File: src/rtl/booth_seq_mult.sv
// Sequential signed multiplier, radix-4 Booth, one digit per clock, valid/ready on both sides.
// Optional macro BOOTH_SEQ_ACC_EN adds the acc_en port for multiply-accumulate operation.
module booth_seq_mult #(
  parameter int WIDTH = 8
) (
  input  logic               clk,
  input  logic               rst_n,
`ifdef BOOTH_SEQ_ACC_EN
  input  logic               acc_en,
`endif
  input  logic               in_valid,
  output logic               in_ready,
  input  logic [WIDTH-1:0]   a,
  input  logic [WIDTH-1:0]   b,
  output logic               out_valid,
  input  logic               out_ready,
  output logic [2*WIDTH-1:0] product
);

  localparam int PW     = 2 * WIDTH;
  localparam int DIGITS = WIDTH / 2;
  localparam int CNT_W  = (DIGITS > 1) ? $clog2(DIGITS) : 1;
  localparam logic [CNT_W-1:0] LAST_DIGIT = CNT_W'(DIGITS - 1);

  typedef enum logic [1:0] {IDLE, RUN, DONE} state_e;

  state_e           state_q;
  logic             in_ready_q;
  logic             out_valid_q;
  logic [WIDTH:0]   b_ext_q;     // multiplier with the implicit b[-1]=0 appended
  logic [PW-1:0]    mcand_q;     // sign-extended multiplicand, pre-weighted by 4^i
  logic [PW-1:0]    acc_q;
  logic [PW-1:0]    product_q;
  logic [CNT_W-1:0] cnt_q;

  logic [2:0]       triplet;
  logic             bd_zero;
  logic             bd_shift;
  logic             bd_neg;
  logic [PW-1:0]    magnitude;
  logic [PW-1:0]    pp;
  logic [PW-1:0]    acc_d;

  // Zero/Shift/Negation decode of the current Booth triplet.
  // NOTE: every output of this block gets a default first so no path infers a latch.
  always_comb begin
    triplet   = b_ext_q[2:0];
    bd_zero   = (triplet == 3'b000) || (triplet == 3'b111);
    bd_shift  = (triplet == 3'b011) || (triplet == 3'b100);
    bd_neg    = triplet[2];
    magnitude = bd_shift ? (mcand_q << 1) : mcand_q;
    pp        = '0;
    if (!bd_zero) pp = bd_neg ? -magnitude : magnitude;
    acc_d     = acc_q + pp;
  end

  // NOTE: sequential state uses non-blocking assignments only, so every register
  // samples the pre-edge values of the others regardless of statement order.
  always_ff @(posedge clk or negedge rst_n) begin
    if (!rst_n) begin
      state_q     <= IDLE;
      in_ready_q  <= 1'b1;
      out_valid_q <= 1'b0;
      b_ext_q     <= '0;
      mcand_q     <= '0;
      acc_q       <= '0;
      product_q   <= '0;
      cnt_q       <= '0;
    end else begin
      unique case (state_q)
        IDLE: begin
          if (in_valid) begin
            state_q    <= RUN;
            in_ready_q <= 1'b0;
            b_ext_q    <= {b, 1'b0};
            mcand_q    <= {{WIDTH{a[WIDTH-1]}}, a};
            cnt_q      <= '0;
`ifdef BOOTH_SEQ_ACC_EN
            acc_q      <= acc_en ? product_q : '0;
`else
            acc_q      <= '0;
`endif
          end
        end
        RUN: begin
          acc_q   <= acc_d;
          mcand_q <= mcand_q << 2;
          b_ext_q <= b_ext_q >> 2;
          cnt_q   <= cnt_q + CNT_W'(1);
          if (cnt_q == LAST_DIGIT) begin
            state_q     <= DONE;
            product_q   <= acc_d;
            out_valid_q <= 1'b1;
          end
        end
        DONE: begin
          if (out_ready) begin
            state_q     <= IDLE;
            out_valid_q <= 1'b0;
            in_ready_q  <= 1'b1;
          end
        end
        default: begin
          state_q     <= IDLE;
          out_valid_q <= 1'b0;
          in_ready_q  <= 1'b1;
        end
      endcase
    end
  end

  assign in_ready  = in_ready_q;
  assign out_valid = out_valid_q;
  assign product   = product_q;

endmodule

File: config.mk
export PLATFORM = sky130hd
export DESIGN_NAME = booth_seq_mult
export DESIGN_NICKNAME = d
export VERILOG_FILES = /design/src/rtl/booth_seq_mult.sv
export SDC_FILE = /design/constraint.sdc
export NUM_CORES = 1
export LEC_CHECK = 0
export CAP_MARGIN = 20
export CELL_PAD_IN_SITES_DETAIL_PLACEMENT = 0
export CELL_PAD_IN_SITES_GLOBAL_PLACEMENT = 1
export CORE_ASPECT_RATIO = 1.4
export CORE_MARGIN = 4
export CORE_UTILIZATION = 40
export CTS_CLUSTER_DIAMETER = 30
export DETAILED_ROUTE_END_ITERATION = 8
export PLACE_DENSITY = 0.86
export SYNTH_ARGS = -nofsm -noshare
export SYNTH_HDL_FRONTEND = slang
export SYNTH_SLANG_ARGS = --single-unit
File: constraint.sdc
create_clock -name clk -period 3.7 [get_ports clk]
set_input_delay 0.925 -clock clk [delete_from_list [all_inputs] [get_ports clk]]
set_output_delay 0.925 -clock clk [all_outputs]
set_load 0.01 [all_outputs]
==> impl_results.md, run 1 <==
- Status: finished clean
- Post-synth ARST share: 1.000
- CP Cell Sequence: or3b_4 > o21ai_2 > mux2i_1 > ha_2 > xnor2_1 > a22oi_1 > o21ai_1 > ha_1 > nor2b_2 > o21a_1 > o21ai_1 > nand2_2 > a31oi_1 > buf_4 > or4_1 > a31oi_1
- Via count: 4185
- Avg WL per Cell: 17.35 um
- Top_reg_cell synth: dfrtp_1
- WP depth: 16
- Non-Filler Instances: 731
- Worst IR Drop VDD: 0.6666 mV
- Largest family of logic cells by synthesized area: compound AO/OA/AOI/OAI gates
- CTS tree: yes
- Mapped cell area: 4544 um^2
- Routed wire length: 12680 um
- Drt first pass iters: 4
- #FFs+latches synth: 63
- Slew headroom: 0.4310
- WS Path Type: reg2reg
- Clock root buffer: clkbuf_16
- Hold Violations, Final: 0
- CP delay by family, top: simple AND/OR/NAND/NOR gates
- Syn Nets: 576
- Final total power: 6.174 mW
- RR Startpoint: b_ext_q[1]
- Crit end category: flip-flop
- # setup viols final: 0
- Worst Setup SP: b_ext_q[1]
- Drc violations: 0
- Remaining antenna violation count: 0
- Reg2Reg Depth: 16
- Hold WC Path Type: reg2reg
- Initial drt markers: 162
- Die height: 134.1 um
- Cell count after synthesis: 538
- Largest stage delay on the critical path: 0.40 ns
- Clock Latency Late Sink: 0.33 ns
- Unrepaired setup endpoints after global routing: true
- Area grow syn2layout: 23.95%
- Detailed Place HPWL: 9235 um
- CTS clk-pin slew, worst paths: 0.05 ns
- Clock sink total: 63
- Final Cycle Share: 0.9600
- Dpl cells: 709
- Layout cell share with drive strength beyond 1: 0.1729
- Initial antenna violation count: 0
- Hold Slack: 0.4816 ns
- Die Wd: 98.08 um
- Largest net degree at the start of global routing: 64
- Max Cap Viol: 0
- Max H-tree Level: 3
- Yosys warnings: 0
- Sequential element share of the synthesized area: 0.3472
- Multiplexer area fraction after synthesis: 0.03552
- Core region area: 10980 um^2
- Syn_area_per_cell: 8.447 um^2
- Setup WS pre-CTS: -0.1277 ns
- Setup slack after layout: 0.1481 ns
- Post-synthesis adder-cell area fraction: 0.05121
- Initial Util: 0.4139
- Rows: 45
- Fin nets: 623
- Die Footprint: 13150 um^2
- Pins Over Slew Limit: 0
- Min cycle time layout: 3.552 ns
- Power density cells: 1096 nW/um^2
- Worst slew pin tran: 0.8535 ns
- Compound-Gate Fraction of Synth Area: 0.2464
- Vias in the first global route: 4175
- Simple-gate share of the synthesized area: 0.2172
- CP Data Required Time: 3.95 ns
- Clock Skew: 0.009014 ns
- Worst-path fanout max: 6
- Antenna Cells: 0
- Via density per instance: 5.725
- Port bufs: 37
- Crit-path slowest cell: or3b_4
- Number of flops mapped to enable cells by yosys: 0
- Post-CTS Hold Buffers: 0
- Setup tns final: 0 ns
- Worst setup SP type: flip-flop
- All-layer global routing usage: 0.1983
- Crit path DAT: 3.80 ns
- # IOs: 38
- Worst path bufs/invs: 1
- Global route overflow: 0
- Xor and xnor area share after synthesis: 0.04928
- Total CTS buffers: 9
- First-pass GRT wire length: 21150 um
- Leakage power: 2.418 nW
- Achievable frequency: 0.2815 GHz
- GPL Wtd Cong: 0.8761
- Worst-case clock buffer depth: 2
- Min-Delay Startpoint: product[15]
- Library cells used by synthesis: 73
- Hold path depth: 2
## per-stage QoR
| step | instance area [um^2] | util |
|---|---|---|
| floorplan | 4544 | - |
| finish | 5633 | 0.5130 |
| global placement | 5172 | 0.4711 |
| detailed placement | 5172 | 0.4711 |
| CTS | 5490 | 0.5001 |
| global route | 5633 | 0.5130 |
## layout make-up
type                       count  area, um^2
multi-input combinational    420        2824
inverter                      13       48.80
clock buffer                  11       232.7
timing repair buffer          78       689.4
sequential                    63        1579
fill                        1035        5346
tap                          141       176.4
clock inverter                 5       82.58
## placed cells by master, fill, tap and decap left out, drive strengths merged, types with 11 or more instances in the layout
| cell type | synthesis | final |
|---|---|---|
| buf | 14 | 42 |
| nand2 | 68 | 68 |
| dfrtp | 62 | 62 |
| nand3 | 18 | 18 |
| o21ai | 58 | 58 |
| xnor2 | 15 | 15 |
| a22o | 11 | 11 |
| ha | 17 | 17 |
| inv | 12 | 12 |
| nor2b | 15 | 15 |
| clkdlybuf4s50 | 0 | 36 |
| a21oi | 44 | 44 |
| nor2 | 33 | 33 |
| clkbuf | 28 | 11 |
## tightest hold or removal path: stages (launching register included)
cell     delay [ns]
dfrtp_1        0.34
nand2_1        0.05
o21ai_1        0.06
## power breakdown
part           leakage, nW  switching (mW)  internal [mW]
clock                0.154           0.309          0.591
sequential           0.800           0.318           1.00
combinational         1.46            2.14           1.81
## layer usage
layer | vias to the layer above | track usage | share of wire | wire length, um
li1 | 2052 | - | - | -
met1 | 2046 | 0.2486 | 0.44 | 5526
met2 | 65 | 0.3420 | 0.51 | 6507
met3 | 22 | 0.03018 | 0.025 | 323
met4 | 0 | 0.07698 | 0.026 | 324
met5 | - | 0 | 0 | 0
## cell families (layout without fill, tap and decap cells)
| kind of cell | count (synthesis) | in the layout |
|---|---|---|
| XOR/XNOR | 24 | 24 |
| AO/OA/AOI/OAI | 175 | 175 |
| flip-flops | 63 | 63 |
| adder cells (fa/ha/maj) | 18 | 18 |
| multiplexers | 15 | 15 |
| AND/OR/NAND/NOR | 188 | 188 |
| buffers and inverters | 55 | 107 |
## synth_stat cells, types with 11 or more instances
cell type / n / area share
a21oi_1: 44 / 0.048
a22o_1: 11 / 0.021
clkbuf_1: 28 / 0.023
dfrtp_1: 62 / 0.34
ha_1: 17 / 0.047
inv_1: 12 / 0.0099
nand2_1: 68 / 0.056
nand3_1: 18 / 0.020
nor2_1: 32 / 0.026
nor2b_1: 15 / 0.021
o21ai_0: 54 / 0.059
xnor2_1: 15 / 0.029
## state kept, by name, summed over array words and instances, names as in the netlist
signal and cells:
b_ext_q 9, in_ready 1, state_q 2, acc_q 16, mcand_q 16, out_valid 1, cnt_q 2, product 16
## final timing paths
path                               endpoint  slack [ns]
worst max-delay path              acc_q[14]        0.15
worst min-delay path            product[15]        0.48
worst max register to register    acc_q[14]        0.15
worst min register to register  product[15]        0.48
max in group asynchronous        mcand_q[2]        2.37
min in group asynchronous         out_valid        0.77
## timing repair
item                       CTS  global route
resized for setup            3            28
buffers inserted             0             6
setup endpoints to repair    7            15
pin swaps                    0            11
No activity file was read; power rests on OpenSTA's default activity.
==> run 2: changes to the inputs <==
Settings changed: CELL_PAD_IN_SITES_DETAIL_PLACEMENT 0 to unset, CELL_PAD_IN_SITES_GLOBAL_PLACEMENT 1 to unset, CORE_UTILIZATION 40 to 45, PLACE_DENSITY 0.86 to 0.77.
==> impl_results.md, run 2 (synthesis gave the netlist of run 1 again) <==
- Status: finished clean
- Pins Over Slew Limit: 0
- Utilization after layout: 0.5729
- Dpl cells: 703
- Unrepaired setup endpoints after global routing: true
- R2R Setup Slk: 0.01 ns
- Clock sink total: 63
- Final Cycle Share: 0.9961
- Min cycle time layout: 3.686 ns
- First-pass GRT wire length: 21200 um
- Achievable frequency: 0.2713 GHz
- CTS tree: yes
- Worst path bufs/invs: 0
- Crit path DAT: 3.91 ns
- Port bufs: 37
- All-layer global routing usage: 0.2232
- Antenna Cells: 0
- Clock root buffer: clkbuf_16
- CP delay by family, top: compound AO/OA/AOI/OAI gates
- Largest stage delay on the critical path: 0.52 ns
- Final total power: 6.273 mW
- Clock Latency Late Sink: 0.34 ns
- Crit end category: flip-flop
- # IOs: 38
- Remaining antenna violation count: 0
- Leakage power: 2.408 nW
- Min-Delay Startpoint: product[8]
- Max Cap Viol: 0
- Die Footprint: 11790 um^2
- Clock Skew: 0.004459 ns
- Total CTS buffers: 9
- Largest net degree at the start of global routing: 64
- Most common cell after layout, fill and taps aside: nand2_1
- Global route overflow: 0
- Layout cell share with drive strength beyond 1: 0.1827
- Worst setup SP type: flip-flop
- Worst IR Drop VDD: 0.6598 mV
- Hold Violations, Final: 0
- Hold EP: product[8]
- RR Endpoint: product[10]
- Initial antenna violation count: 0
- Via count: 4364
- Hold path depth: 2
- Via density per instance: 6.011
- Die height: 126.9 um
- Slew headroom: 0.4292
- Most frequent CP cell: nand2_2
- Routed wire length: 12990 um
- Detailed Place HPWL: 9045 um
- GPL Wtd Cong: 0.9856
- CTS clk-pin slew, worst paths: 0.05 ns
- Final Instance Area: 5672 um^2
- RR Startpoint: b_ext_q[0]
- Initial Util: 0.4590
- Worst-case clock buffer depth: 2
- Die Wd: 92.93 um
- Area grow syn2layout: 24.81%
- Core region area: 9899 um^2
- Worst slew pin tran: 0.8562 ns
- Max H-tree Level: 3
- Vias in the first global route: 4386
- Post-CTS Hold Buffers: 0
- Drc violations: 0
- Rows: 43
- Reg2Reg Depth: 14
- WS Path Type: reg2reg
- Hold WC Path Type: reg2reg
- Power density cells: 1106 nW/um^2
- Crit-path slowest cell: a2111oi_1
- Area post-placement: 5165 um^2
- CP Data Required Time: 3.92 ns
- # setup viols final: 0
- Initial drt markers: 344
- Avg WL per Cell: 17.89 um
- Fin nets: 624
- Most frequent cells in the layout: nand2_1, dfrtp_1, o21ai_0
- Worst-path fanout max: 4
- Non-Filler Instances: 726
- Drt first pass iters: 6
- CP Cell Sequence: or3b_4 > o21ai_4 > mux2i_2 > ha_2 > nand2_2 > o21ai_1 > xor2_1 > o221ai_2 > ha_1 > a2111oi_1 > nand2_2 > a41oi_2 > xnor2_1 > mux2_2
-- run 2: changes by cell type in the layout (fill, tap and decap cells not counted), moves of 2 or more --
cell,delta
a21oi_1,-2
o21ai_2,-2
ha_4,+2
a21oi_2,+2
ha_2,-2
clkinvlp_4,+2
clkbuf_1,-2
-- run 2: worst max-delay path by stage --
stage                from          end  cells past startpoint
3_3_place_gp   b_ext_q[0]    acc_q[11]                     16
5_1_grt        mcand_q[2]  product[10]                     13
6_report       b_ext_q[0]  product[10]                     14
2_1_floorplan  b_ext_q[0]  product[11]                     18
4_1_cts        b_ext_q[1]    acc_q[11]                     16
3_5_place_dp   b_ext_q[1]    acc_q[11]                     16
-- run 2: layer usage --
layer,routed length (um),vias up,track usage
li1,-,2052,-
met1,5254,2135,0.2683
met2,6678,134,0.3806
met3,476,43,0.03559
met4,577,0,0.1173
met5,0,-,0
-- run 2: tightest hold or removal path, delay by kind of cell (launching register included) --
family	cells	cell delay, ns
simple gates	1	0.04
compound gates	1	0.06
flops	1	0.34
-- run 2: cell type report --
cell class | instances | area (um^2)
clock buffers | 10 | 239.0
clock inverters | 6 | 67.56
well taps | 135 | 168.9
repair buffers | 79 | 700.7
inverters | 13 | 48.80
flip-flops and latches | 63 | 1579
multi-input cells | 420 | 2868
fillers | 869 | 4228
-- run 2: per-stage QoR --
| step | setup WS [ns] | setup TNS, ns | hold WS, ns |
|---|---|---|---|
| after global placement | -0.01182 | -0.01277 | 0.4659 |
| final | 0.01449 | 0 | 0.4836 |
| after CTS | 0.02804 | 0 | 0.4859 |
| after global routing | -0.1501 | -1.151 | 0.5011 |
| after detailed placement | -0.1420 | -0.3120 | 0.4741 |
| after floorplan | 0.04624 | 0 | 0.4563 |
-- run 2: timing repair --
item                                   CTS  global route
cloned                                   0             0
endpoints found under the hold margin    0             0
setup buffers                            3             5
pin swaps                                2            14
gates resized for setup                  2            36
setup endpoints to repair                5            20
-- run 2: where the power goes --
| part | total [mW] | leakage, nW | switching (mW) | internal (mW) |
|---|---|---|---|---|
| clock | 0.861 | 0.145 | 0.319 | 0.541 |
| combinational | 4.09 | 1.46 | 2.26 | 1.84 |
| sequential | 1.32 | 0.800 | 0.318 | 1.00 |
| total | 6.27 | 2.41 | 2.89 | 3.38 |
==> run 3: changes to the inputs <==
Settings changed: CORE_MARGIN 4 to 5, CTS_CLUSTER_DIAMETER 30 to 100, GPL_TIMING_DRIVEN set to 1.
==> impl_results.md, run 3 (synthesis gave the netlist of run 1 again) <==
- Via density per instance: 6.003
- Initial drt markers: 370
- Worst Setup SP: b_ext_q[0]
- Worst-path fanout max: 6
- Die Wd: 94.93 um
- RR Startpoint: b_ext_q[0]
- Crit-path slowest cell: or3b_4
- Max Cap Viol: 0
- Detailed Place HPWL: 9500 um
- Die Footprint: 12240 um^2
- Setup tns final: 0 ns
- Vias in the first global route: 4422
- Dpl cells: 720
- CP Data Required Time: 3.95 ns
- Worst setup SP type: flip-flop
- Worst-case clock buffer depth: 2
- Hold Violations, Final: 0
- Pins Over Slew Limit: 0
- Slew headroom: 0.4530
- Worst path bufs/invs: 2
- Clock Latency Late Sink: 0.34 ns
- Core region area: 9899 um^2
- CTS clk-pin slew, worst paths: 0.06 ns
- First-pass GRT wire length: 21720 um
- Initial Util: 0.4590
- GPL Wtd Cong: 0.9555
- Hold WC Path Type: in2async
- Most common cell after layout, fill and taps aside: nand2_1
- Max H-tree Level: 3
- Global route overflow: 0
- Drt first pass iters: 5
- Largest net degree at the start of global routing: 53
- Fillers: 858
- # IOs: 38
- Routed wire length: 13340 um
- Reg2Reg Depth: 17
- Clock sink total: 63
- Post-CTS Hold Buffers: 0
- Power density cells: 1110 nW/um^2
- Via count: 4448
- Die height: 128.9 um
- Crit end category: flip-flop
- Area grow syn2layout: 27.75%
- R2R Setup Slk: 0.12 ns
- Final total power: 6.441 mW
- Worst IR Drop VDD: 0.7688 mV
- Clock Skew: 0.008251 ns
- Fin nets: 639
- Status: finished clean
- WS Path Type: reg2reg
- Leakage power: 2.489 nW
- WP depth: 17
- Hold Slack: 0.4587 ns
- Layout cell share with drive strength beyond 1: 0.2112
- Clock root buffer: clkbuf_16
- Remaining antenna violation count: 0
- Rows: 43
- Port bufs: 37
- Total CTS buffers: 9
- Worst slew pin tran: 0.8206 ns
- Most frequent cells in the layout: nand2_1, dfrtp_1, buf_4
- # setup viols final: 0
- Unrepaired setup endpoints after global routing: true
- Min cycle time layout: 3.582 ns
- RR Endpoint: acc_q[14]
- Largest stage delay on the critical path: 0.42 ns
- CTS tree: yes
- Final Cycle Share: 0.9682
- Crit path to: acc_q[14]
- Utilization after layout: 0.5865
- Non-Filler Instances: 741
- Initial antenna violation count: 0
- Achievable frequency: 0.2792 GHz
- CP delay by family, top: simple AND/OR/NAND/NOR gates
- Crit path DAT: 3.84 ns
- All-layer global routing usage: 0.2246
- Antenna Cells: 0
- Drc violations: 0
- Avg WL per Cell: 18.00 um
- CP Cell Sequence: or3b_4 > o21ai_4 > mux2i_2 > ha_2 > xnor2_1 > a22oi_1 > o21ai_1 > buf_4 > ha_4 > nor2b_2 > o21a_1 > o21ai_2 > nand2_2 > a31oi_1 > buf_4 > or4_1 > a31oi_1
-- run 3: cell count changes in the layout (fill, tap and decap cells not counted), sizes merged --
cell	change
inv	+2
clkinvlp	-1
clkinv	-1
buf	+15
-- run 3: cell type report --
type                            count  area (um^2)  area share
Sequential cell                    63         1580      0.2722
Timing Repair Buffer               94        800.8      0.1379
Clock buffer                       10        239.0     0.04116
Inverter                           13        48.80    0.008405
Clock inverter                      6        75.07     0.01293
Tap cell                          135        168.9     0.02909
Multi-Input combinational cell    420         2893      0.4983
-- run 3: through the flow --
step / instance area, um^2 / setup slack [ns]
after floorplan: 4544 / 0.04624
after global placement: 5280 / 0.01831
after global routing: 5806 / -0.06331
final: 5806 / 0.1177
after CTS: 5622 / 0.002900
after detailed placement: 5280 / -0.02974
-- run 3: worst reg2reg max path, cell delays in order (launching register included) --
cell     delay [ns]
dfrtp_1        0.38
or3b_4         0.42
o21ai_4        0.08
mux2i_2        0.28
ha_2           0.26
xnor2_1        0.07
a22oi_1        0.15
o21ai_1        0.09
buf_4          0.16
ha_4           0.27
nor2b_2        0.13
o21a_1         0.17
o21ai_2        0.08
nand2_2        0.10
a31oi_1        0.10
buf_4          0.16
or4_1          0.40
a31oi_1        0.19
-- run 3: worst min-delay path by stage --
stage                  endpoint  cells past startpoint   startpoint  slack (ns)
floorplan             acc_q[11]                      2    acc_q[11]        0.46
global placement    product[14]                      2  product[14]        0.47
detailed placement  product[14]                      2  product[14]        0.47
CTS                  state_q[1]                      1        rst_n        0.47
global route          out_valid                      1        rst_n        0.48
finish                out_valid                      1        rst_n        0.46
-- run 3: timing repair --
item / CTS / global route
setup buffers: 2 / 4
pin swaps: 1 / 18
resized for setup: 3 / 41
setup endpoints to repair: 4 / 18
-- run 3: routing by layer --
| metal | up-vias | track usage | part of all wire |
|---|---|---|---|
| li1 | 2081 | - | - |
| met4 | 0 | 0.08666 | 0.033 |
| met1 | 2191 | 0.2700 | 0.40 |
| met2 | 136 | 0.3958 | 0.53 |
| met3 | 40 | 0.03860 | 0.041 |
| met5 | - | 0 | 0 |
-- run 3: where the power goes --
group	switching [mW]	total (mW)	internal (mW)
Sequential	0.313	1.32	1.00
Combinational	2.28	4.23	1.95
Clock	0.344	0.894	0.550
